$ cat config.mk
export PLATFORM = sky130hd
export DESIGN_NAME = round_control
export DESIGN_NICKNAME = d
export VERILOG_FILES = /design/src/rtl/round_control.sv
export SDC_FILE = /design/constraint.sdc
export NUM_CORES = 1
export LEC_CHECK = 0
export ABC_AREA = 1
export CORE_MARGIN = 2
export CORE_UTILIZATION = 30
export DETAILED_ROUTE_END_ITERATION = 12
export GPL_ROUTABILITY_DRIVEN = 0
export HOLD_SLACK_MARGIN = 0.06
export PLACE_DENSITY_LB_ADDON = 0.12
export SETUP_SLACK_MARGIN = 0.2
export SLEW_MARGIN = 30
export SYNTH_ARGS = -nofsm -noshare
export SYNTH_HDL_FRONTEND = slang
export SYNTH_SLANG_ARGS = --single-unit
$ cat constraint.sdc
create_clock -name clk -period 2.1 [get_ports clk]
set_input_delay 0.63 -clock clk [delete_from_list [all_inputs] [get_ports clk]]
set_output_delay 0.63 -clock clk [all_outputs]
set_load 0.02 [all_outputs]
$ cat src/rtl/round_control.sv
// -----------------------------------------------------------------------------
// round_control
// Round/score sequencer for a two-player sword duel. It watches the hit,
// clash and board-edge flags from the collision stage. It decides when
// players may move, when they are knocked back, when they respawn, and when
// the game is won.
//
// Ports
//   clk          system clock
//   reset        synchronous, active-high
//   frame_tick   one-cycle pulse per video frame
//   start        one-cycle pulse: begin / restart a game from any state
//   dead_L/R     level hit flags (left / right player killed)
//   collision    level sword-clash flag
//   pos_reset    level flag: a player reached a board edge
//   play_enable  high only in PLAY (gates player movement)
//   knockback    high only in KNOCKBACK
//   respawn      one-cycle pulse: reload player positions
//   score_L/R    kill counters, saturating at WIN_SCORE
//   game_over    high only in GAME_OVER
//   winner_L     valid while game_over, 1 = left player won
// -----------------------------------------------------------------------------
module round_control #(
   parameter int RESPAWN_FRAMES = 120,  // frames spent in DEAD_WAIT (1..256)
   parameter int KNOCK_FRAMES   = 8,    // frames spent in KNOCKBACK (1..256)
   parameter int WIN_SCORE      = 5     // kills needed to win (1..15)
) (
   input  logic       clk,
   input  logic       reset,
   input  logic       frame_tick,
   input  logic       start,
   input  logic       dead_L,
   input  logic       dead_R,
   input  logic       collision,
   input  logic       pos_reset,
   output logic       play_enable,
   output logic       knockback,
   output logic       respawn,
   output logic [3:0] score_L,
   output logic [3:0] score_R,
   output logic       game_over,
   output logic       winner_L
);

   typedef enum logic [2:0] {
      IDLE,
      PLAY,
      KNOCKBACK,
      DEAD_WAIT,
      ROUND_RESET,
      GAME_OVER
   } state_t;

   // Terminal counts: the wait ends on the tick that arrives while the
   // counter already holds N-1, so exactly N ticks are spent in the state.
   localparam logic [7:0] RESPAWN_LAST = 8'(RESPAWN_FRAMES - 1);
   localparam logic [7:0] KNOCK_LAST   = 8'(KNOCK_FRAMES - 1);
   localparam logic [3:0] WIN          = 4'(WIN_SCORE);

   state_t     state_reg, state_next;
   logic [7:0] cnt_reg, cnt_next;
   logic [3:0] score_l_reg, score_l_next;
   logic [3:0] score_r_reg, score_r_next;
   logic       respawn_reg, respawn_next;

   // Previous-cycle copies of the level flags for rising-edge detection
   logic dead_l_prev_reg, dead_r_prev_reg, collision_prev_reg, pos_reset_prev_reg;

   logic dead_l_ev, dead_r_ev, collision_ev, pos_reset_ev;
   logic [3:0] score_l_inc, score_r_inc;

   assign dead_l_ev    = dead_L    & ~dead_l_prev_reg;
   assign dead_r_ev    = dead_R    & ~dead_r_prev_reg;
   assign collision_ev = collision & ~collision_prev_reg;
   assign pos_reset_ev = pos_reset & ~pos_reset_prev_reg;

   // Saturating increments; a score never passes WIN_SCORE
   assign score_l_inc = (score_l_reg >= WIN) ? WIN : score_l_reg + 4'd1;
   assign score_r_inc = (score_r_reg >= WIN) ? WIN : score_r_reg + 4'd1;

   always_ff @(posedge clk) begin
      if (reset) begin
         state_reg          <= IDLE;
         cnt_reg            <= 8'd0;
         score_l_reg        <= 4'd0;
         score_r_reg        <= 4'd0;
         respawn_reg        <= 1'b0;
         dead_l_prev_reg    <= 1'b0;
         dead_r_prev_reg    <= 1'b0;
         collision_prev_reg <= 1'b0;
         pos_reset_prev_reg <= 1'b0;
      end else begin
         state_reg          <= state_next;
         cnt_reg            <= cnt_next;
         score_l_reg        <= score_l_next;
         score_r_reg        <= score_r_next;
         respawn_reg        <= respawn_next;
         dead_l_prev_reg    <= dead_L;
         dead_r_prev_reg    <= dead_R;
         collision_prev_reg <= collision;
         pos_reset_prev_reg <= pos_reset;
      end
   end

   always_comb begin
      state_next   = state_reg;
      cnt_next     = cnt_reg;
      score_l_next = score_l_reg;
      score_r_next = score_r_reg;
      respawn_next = 1'b0;

      case (state_reg)
         IDLE: ;  // only start leaves IDLE (handled below)

         PLAY: begin
            // One event per cycle: edge > death > clash; the rest is dropped
            if (pos_reset_ev) begin
               state_next = ROUND_RESET;
            end else if (dead_l_ev && dead_r_ev) begin
               state_next = DEAD_WAIT;  // double kill: nobody scores
            end else if (dead_r_ev) begin
               score_l_next = score_l_inc;
               state_next   = (score_l_inc == WIN || score_r_reg == WIN) ? GAME_OVER : DEAD_WAIT;
            end else if (dead_l_ev) begin
               score_r_next = score_r_inc;
               state_next   = (score_r_inc == WIN || score_l_reg == WIN) ? GAME_OVER : DEAD_WAIT;
            end else if (collision_ev) begin
               state_next = KNOCKBACK;
            end
         end

         KNOCKBACK: begin
            if (frame_tick) begin
               if (cnt_reg == KNOCK_LAST) state_next = PLAY;
               else if (cnt_reg != 8'hFF) cnt_next = cnt_reg + 8'd1;
            end
         end

         DEAD_WAIT: begin
            if (frame_tick) begin
               if (cnt_reg == RESPAWN_LAST) begin
                  state_next   = PLAY;
                  respawn_next = 1'b1;
               end else if (cnt_reg != 8'hFF) begin
                  cnt_next = cnt_reg + 8'd1;
               end
            end
         end

         ROUND_RESET: begin
            state_next   = PLAY;
            respawn_next = 1'b1;
         end

         GAME_OVER: ;  // held until start or reset

         default: state_next = IDLE;
      endcase

      // start wins over every event and works from any state
      if (start) begin
         state_next   = PLAY;
         score_l_next = 4'd0;
         score_r_next = 4'd0;
         respawn_next = 1'b1;
      end

      // Every state entry begins with a fresh frame count
      if (state_next != state_reg) cnt_next = 8'd0;
   end

   assign play_enable = (state_reg == PLAY);
   assign knockback   = (state_reg == KNOCKBACK);
   assign game_over   = (state_reg == GAME_OVER);
   assign winner_L    = (state_reg == GAME_OVER) && (score_l_reg == WIN);
   assign respawn     = respawn_reg;
   assign score_L     = score_l_reg;
   assign score_R     = score_r_reg;

endmodule

==> impl_metrics.env <==
export IMPL_outcome="finished clean"
export IMPL_die_x_um=76.0
export IMPL_p_leak_uw=0.00130
export IMPL_cellPowerDensity_nw_per_um2=392
export IMPL_vias=1725
export IMPL_drive_gt1_frac=0.480
export IMPL_wirelength_um=4220
export IMPL_slew_limit_headroom=0.783
export IMPL_rsz0062_at_grt="true"
export IMPL_grt_usage=0.147
export IMPL_synth_top_area_frac=0.309
export IMPL_antenna_left=0
export IMPL_syn_to_final_growth_pct=68.6
export IMPL_antennaDiodeCount=0
export IMPL_antenna_found_initial=0
export IMPL_syn_inst=232
export IMPL_firstDrtPassIters=4
export IMPL_finalHoldViolCount=0
export IMPL_grt_start_max_net_pins=14
export IMPL_postPlaceCellArea_um2=2060
export IMPL_vdd_drop_max_mv=0.284
export IMPL_fin_skew_ns=0.00641
export IMPL_seqPwrFrac=0.458
export IMPL_ys_seq_area_frac=0.309
export IMPL_synthTopCellsByArea="dfxtp_1, nand2_1, inv_1"
export IMPL_dp_worst_setup_slack_ns=-0.256
export IMPL_power_total_uw=1030
export IMPL_wl_met3_um=99
export IMPL_grt_pass1_wl_um=7180
export IMPL_ys_warn_count=0
export IMPL_largest_reg_flops=8
export IMPL_die_h_um=76.0
export IMPL_routedWlPerCell_um=10.6
export IMPL_die_area_um2=5780
export IMPL_nets=345
export IMPL_met2_length_um=2140
export IMPL_synth_top_cell_by_area="dfxtp_1"
export IMPL_crit_type="flip-flop to flip-flop"
export IMPL_crit_buf_inv=6
export IMPL_grt_overflow=0
export IMPL_fmax_mhz=522
export IMPL_crit_fanout=4
export IMPL_combPwrFrac=0.234
export IMPL_worst_slack_ns=0.183
export IMPL_hold_path_class="flip-flop to flip-flop"
export IMPL_cp_end_kind="flip-flop"
export IMPL_worst_pin_slew_ns=0.324
export IMPL_h_tree_depth=1
export IMPL_topRoutingLayerUsed="met4"
export IMPL_crit_chain="inv_2 > buf_6 > buf_6 > ha_4 > nor2_4 > nor2_4 > o21ai_1 > nand2_1 > nand2_1 > nand2_1 > nand2_1 > nand2_1 > nand2_2 > buf_6 > buf_6 > buf_6 > nand2_2 > nor2_1"
export IMPL_setup_viol=0
export IMPL_critical_path_arrival_ns=2.07
export IMPL_drv_slew=0
export IMPL_clk_pin_slew_worst_paths_ns=0.09
export IMPL_fin_area_um2=2630
export IMPL_holdBufCountCts=0
export IMPL_drc_errors=0
export IMPL_vias_per_cell=4.32
export IMPL_cts_root_buf="clkbuf_8"
export IMPL_grt_pass1_vias=1680
export IMPL_core_area_um2=5040
export IMPL_period_share=0.913
export IMPL_wirelength_met1_um=1900
export IMPL_max_stage_delay_ns=0.33
export IMPL_dp_hpwl_um=2750
export IMPL_slowest_stage="dfxtp_2"
export IMPL_switchingPower_uw=270
export IMPL_clockPowerShare=0.307
export IMPL_syn_area_um2=1560
export IMPL_cp_start_kind="flip-flop"
export IMPL_critical_path_top_delay_family="simple AND/OR/NAND/NOR gates"
export IMPL_initial_utilization=0.309
export IMPL_critPathRequiredTime_ns=2.25
export IMPL_rows=26
export IMPL_numCtsBuffers=3
export IMPL_cts_buffer_depth=2
export IMPL_cts_tree="built"
export IMPL_ys_types=31
export IMPL_clock_sinks=24
export IMPL_netSwitchingFraction=0.262
export IMPL_io_buffers=20
export IMPL_ys_seq_elements=24
export IMPL_drtIter0Drc=42
export IMPL_boundaryPins=21
export IMPL_avgSynthCellArea_um2=6.71
export IMPL_fillers=497
export IMPL_clock_latency_ns=0.27
export IMPL_max_cap_violations=0
export IMPL_syn_num_nets=247
export IMPL_p_int_uw=759
export IMPL_fin_crit_ns=1.92
[Yosys cell counts]
| master | number |
|---|---|
| o21ai_1 | 3 |
| a211oi_1 | 4 |
| a21oi_2 | 1 |
| dfxtp_1 | 24 |
| nor2_4 | 1 |
| nor3_1 | 1 |
| nor2_1 | 22 |
| nor2_2 | 10 |
| nand4_1 | 2 |
| buf_2 | 1 |
| clkbuf_1 | 1 |
| nand2_1 | 52 |
| a31oi_1 | 4 |
| o21ai_2 | 1 |
| a21oi_1 | 7 |
| o21ai_0 | 4 |
| inv_1 | 35 |
| ha_1 | 7 |
| inv_2 | 11 |
| nand3_4 | 1 |
| nand2_2 | 4 |
| o21a_1 | 1 |
| buf_6 | 1 |
| nor3_2 | 5 |
| or2_1 | 2 |
| nor4_1 | 1 |
| xor2_1 | 4 |
| nand3_1 | 16 |
| nand3_2 | 2 |
| clkinv_1 | 1 |
| xnor2_1 | 3 |
[area by class of cell]
| class | count | area [um^2] | area share |
|---|---|---|---|
| Clock buffer | 4 | 55.1 | 0.0210 |
| Inverter | 47 | 179 | 0.0682 |
| Multi-Input combinational cell | 158 | 1030 | 0.391 |
| Sequential cell | 24 | 485 | 0.185 |
| Tap cell | 70 | 87.6 | 0.0334 |
| Timing Repair Buffer | 96 | 791 | 0.301 |
[kinds of logic (layout without fill, tap and decap cells)]
| logic type | count (synthesis) | count (layout) | share of synthesized area |
|---|---|---|---|
| simple gates | 119 | 119 | 0.373 |
| buf+inv | 50 | 147 | 0.126 |
| compound gates | 25 | 25 | 0.0965 |
| flops | 24 | 24 | 0.309 |
| fa+ha+maj | 7 | 7 | 0.0563 |
| xor+xnor | 7 | 7 | 0.0394 |
[metal layers]
metal,up-vias,global-route usage
li1,911,-
met1,769,0.191
met2,35,0.259
met3,10,0.0107
met4,0,0.0455
met5,-,0
[worst min-delay path, cell delays in order, from the launching register on]
cell and delay [ns]:
dfxtp_1 0.33, nand2_1 0.07, a21oi_1 0.05
[stage by stage]
step / utilization / hold slack, ns / cells / setup TNS (ns)
after global routing: 0.521 / 0.537 / 399 / 0
final: 0.521 / 0.491 / 399 / 0
after CTS: 0.494 / 0.502 / 395 / 0
after global placement: 0.408 / 0.474 / 349 / -2.95
after detailed placement: 0.408 / 0.490 / 349 / -2.99
after floorplan: - / 0.534 / 232 / 0
[final timing paths]
check | from | end | slack [ns] | cells after the start
hold / removal | score_R[3] | score_R[3] | 0.49 | 2
hold reg to reg | score_R[3] | score_R[3] | 0.49 | 2
setup reg to reg | score_L[1] | state_reg[2] | 0.18 | 18
setup / recovery | score_L[1] | state_reg[2] | 0.18 | 18
[layout by cell type (no fill, tap or decap), types with 2 or more instances in the layout]
| cell type | instances |
|---|---|
| buf_4 | 64 |
| nand2_1 | 39 |
| inv_1 | 31 |
| dfxtp_1 | 20 |
| nor2_1 | 19 |
| nand2_2 | 16 |
| inv_2 | 14 |
| nand3_1 | 13 |
| nor2_2 | 12 |
| buf_6 | 12 |
| dlygate4sd2_1 | 8 |
| a21oi_1 | 7 |
| nand3_2 | 5 |
| clkbuf_2 | 5 |
| a211oi_1 | 4 |
| xor2_1 | 4 |
| clkbuf_8 | 4 |
| dlymetal6s2s_1 | 4 |
| dfxtp_2 | 4 |
| nor3_2 | 3 |
| a31oi_1 | 3 |
| o21ai_1 | 3 |
| o21ai_2 | 3 |
| ha_1 | 3 |
| ha_4 | 3 |
| clkdlybuf4s50_1 | 3 |
| nor3_4 | 2 |
| nor2_4 | 2 |
| nand4_1 | 2 |
| xnor2_1 | 2 |
| o21ai_0 | 2 |
[timing repair]
item / in CTS / in global routing
pin swaps: 30 / 19
endpoints found under the setup margin: 25 / 24
setup buffers: 42 / 4
gates resized for setup: 37 / 49
[power by group through the flow]
stage                     Clock, uW  Combinational, uW  Sequential [uW]
after floorplan                   0               92.4              485
after global placement            0                172              481
after detailed placement          0                171              481
after CTS                       324                221              471
after global routing            347                265              473
final                           316                241              471
Power figures use the tool's default switching activity.
==> variant 1: new RTL, same settings <==
Re-encode `state_t` (6 states) as one-hot, 6 bits wide.
--- a/src/rtl/round_control.sv
+++ b/src/rtl/round_control.sv
@@ -44,9 +44,9 @@
 
-   typedef enum logic [2:0] {
-      IDLE,
-      PLAY,
-      KNOCKBACK,
-      DEAD_WAIT,
-      ROUND_RESET,
-      GAME_OVER
+   typedef enum logic [5:0] {
+      IDLE        = 6'b000001,
+      PLAY        = 6'b000010,
+      KNOCKBACK   = 6'b000100,
+      DEAD_WAIT   = 6'b001000,
+      ROUND_RESET = 6'b010000,
+      GAME_OVER   = 6'b100000
    } state_t;
Check against the original RTL: same outputs for any inputs over 10 cycles, from zero or initial values and one cycle with reset high; not proved beyond that.
==> variant 1 against the original RTL <==
Area after synthesis rose by 15%; critical path depth fell by 13; sequential cell count rose by 3; design area fell by 0.91%; worst setup slack improved by 0.051 ns; total power fell by 1.2%; die area rose by 14%; wire length rose by 6.3%; critical path type is now flip-flop to output pin; critical endpoint is now winner_L.
==> variant 1: results (changes against the original RTL) <==
Setup path
  – Register-to-register path setup slack: 0.29 ns (+0.11 ns)
  – Highest fanout seen on the critical path: 3 (-1)
  – Cell type group with the largest total delay on the critical path: flip-flops
  – Largest stage delay on the critical path: 0.35 ns (+0.02 ns)
  – Capture point of the critical path: winner_L
  – Reg2reg path depth: 13 (-5)
  – Data arrival time of the critical path: 1.24 ns (-0.83 ns)

Timing
  – Least setup slack across all paths after layout: 0.234 ns (+0.0511 ns)
  – Worst slack on hold paths: 0.537 ns (+0.0467 ns)
  – Largest clock skew in the final design: 0.00465 ns (-0.00175 ns)

Detailed routing
  – M1 wire length: 2130 um (+12%)
  – Post-Route WL: 4490 um (+6.3%)
  – 1st-iter DRT viols: 56 (+33%)
  – Met3 wire length: 118 um (+19%)
  – Vias after detailed routing: 1776 (+3.0%)

CTS
  – Setup repair bufs after CTS: 1 (-98%)
  – Number of instances resized during post-cts repair: 44 (+19%)
  – Clk Tree Root Cell: sky130_fd_sc_hd__clkbuf_8

Layout
  – Net count reported at finish: 339 (-1.7%)
  – Layout filler cell count: 613 (+23%)
  – Non-filler cells, final: 398 (-0.25%)

Global routing
  – Met3 GRT Util: 1.78% (+0.71 points)
  – Overall routing resource usage: 14.1% (-0.59 points)
  – Grt met1 use: 19.5% (+0.37 points)
  – Global-route met2 utilization: 22.2% (-3.7 points)
  – Maximum number of pins on one net before global-route repair: 16 (+2)

Placement
  – DP Area: 2270 um^2 (+10%)
  – Placed cells: 385 (+10%)
  – Post-DP HPWL: 3270 um (+19%)

Status
  – Status: finished clean

Power
  – Sequential cell power: 0.525 mW (+11%)
  – LEAKAGE: 1.17 nW (-9.6%)
  – Part of the total power dissipated in combinational logic: 17.5% (-5.9 points)
  – Combinational group power: 0.178 mW (-26%)
  – Share of total power consumed by net switching: 28.6% (+2.4 points)

Synth
  – Synthesized netlist cell count: 266 (+15%)
  – Number of library cell types mapped by synthesis: 32 (+3.2%)
  – Net Count, Synth: 281 (+14%)
  – Most instantiated cells after synthesis: sky130_fd_sc_hd__nand2_1 (67), sky130_fd_sc_hd__inv_1 (43), sky130_fd_sc_hd__nor2_1 (32)
[variant 1: cell count changes in the layout (fill, tap and decap cells not counted), sizes merged, moves of 2 or more]
cell / delta
buf: -37
nand2: +17
nor2: +8
nor3: +7
clkbuf: -6
nand4: +5
a31oi: -4
dfxtp: +3
dlymetal6s2s: -3
clkdlybuf4s50: +2
dlygate4sd2: +2
inv: +2
o21ai: -2
or2: -2
[variant 1: area by class of cell]
cell class,instances,area (um^2),share of cell area (%)
inverter,48,188,7.22
timing repair buffer,55,463,17.8
clock inverter,1,5.00,0.192
tap,75,93.8,3.61
sequential,27,563,21.6
clock buffer,3,41.3,1.59
multi-input combinational,189,1250,48.0
[variant 1: cells by family after synthesis]
kind of cell,count (synthesis),synth area share [%]
buffers and inverters,50,10.7
and+or+nand+nor,154,42.5
adders and majority gates,7,4.90
xor gates and xnor gates,8,3.92
DFF,27,30.2
AOI/OAI and AO/OA,20,7.70
==> variant 2: new RTL, same settings <==
Without the edit above. `KNOCK_FRAMES`: 8 -> 4.
--- a/src/rtl/round_control.sv
+++ b/src/rtl/round_control.sv
@@ -24,3 +24,3 @@
    parameter int RESPAWN_FRAMES = 120,  // frames spent in DEAD_WAIT (1..256)
-   parameter int KNOCK_FRAMES   = 8,    // frames spent in KNOCKBACK (1..256)
+   parameter int KNOCK_FRAMES   = 4,    // frames spent in KNOCKBACK (1..256)
    parameter int WIN_SCORE      = 5     // kills needed to win (1..15)
Behaviour: not the same (a bounded check fails within 10 cycles, from zero or initial values and one cycle with reset high).
==> variant 2 against the original RTL <==
Design area decreased by 14%; die area decreased by 2.7%; fmax rose by 2.2%; worst setup slack better by 0.041 ns; wire length fell by 8.1%; area after synthesis down 2.9%; via count fell by 7.2%; sequential cell count unchanged; total power shrank 6.1%; critical path type is now flip-flop to output pin; largest power group unchanged.
==> variant 2: results (changes against the original RTL) <==
Setup path
  – Largest stage delay on the critical path: 0.35 ns (+0.02 ns)
  – Highest fanout seen on the critical path: 2 (-2)
  – Cell type group with the largest total delay on the critical path: flip-flops
  – Data arrival time of the critical path: 1.25 ns (-0.82 ns)
  – Class of the most critical setup path: flip-flop to output pin

Global routing
  – Overall routing resource usage: 14.6% (-0.084 points)
  – Wire length of the first global-routing pass: 6320 um (-12%)

Detailed routing
  – 1st-iter DRT viols: 49 (+17%)

Synth
  – Biggest area contributors in the synthesized netlist: sky130_fd_sc_hd__dfxtp_1 (32%), sky130_fd_sc_hd__nand2_1 (13%), sky130_fd_sc_hd__inv_1 (11%), sky130_fd_sc_hd__nor2_1 (9.4%), sky130_fd_sc_hd__ha_1 (5.8%)
  – Xor and xnor fraction of the mapped netlist area: 3.48% (-0.46 points)
  – Most instantiated cells after synthesis: sky130_fd_sc_hd__nand2_1 (53), sky130_fd_sc_hd__inv_1 (44), sky130_fd_sc_hd__nor2_1 (38)

Power
  – Share of total power consumed by net switching: 25.9% (-0.34 points)
  – LEAKAGE: 1.04 nW (-20%)
  – Ratio of total power to cell area: 428 nW/um^2 (+9.3%)
  – Share of total power in the clock network: 32.5% (+1.8 points)
  – Largest vdd supply drop: 0.227 mV (-20%)

Timing
  – Final critical-path share of the clock period: 89.3% (-2.0 points)

Layout
  – Final clock-cell share: 2.44% (+0.34 points)
  – Proportion of cell area occupied by multi-input gates: 43.3% (+4.2 points)
  – Sequential cell area: 489 um^2 (+0.77%)
  – Layout filler cell count: 517 (+4.0%)
  – Post-layout utilization of the core: 47.1% (-4.9 points)

Status
  – Status: finished clean

Placement
  – Worst setup timing slack at the placement stage: -0.162 ns (+0.0937 ns)

CTS
  – Number of instances resized during post-cts repair: 35 (-5.4%)
[variant 2: cell types whose count changed after synthesis, sizes merged, moves of 2 or more]
cell,before,now
nor2,33,41
nand2,56,58
o21ai,8,15
nor3,6,2
buf,2,0
nand3,19,17
nand4,2,4
or2,2,0
[variant 2: worst min path at each step]
| stage | from | to | slack [ns] | cells past startpoint |
|---|---|---|---|---|
| final | score_R[3] | score_R[3] | 0.49 | 2 |
| after global routing | score_R[3] | score_R[3] | 0.53 | 2 |
| after CTS | score_R[3] | score_R[3] | 0.49 | 2 |
| after detailed placement | score_R[3] | score_R[3] | 0.48 | 2 |
| after global placement | score_R[3] | score_R[3] | 0.48 | 2 |
| after floorplan | cnt_reg[1] | cnt_reg[1] | 0.53 | 4 |
[variant 2: metal layers]
metal | up-vias | GRT usage (%) | part of all wire, %
li1 | 871 | - | -
met1 | 710 | 20.3 | 49
met2 | 15 | 23.2 | 48
met3 | 4 | 1.61 | 1.8
met4 | 0 | 5.56 | 1.4
met5 | - | 0 | 0
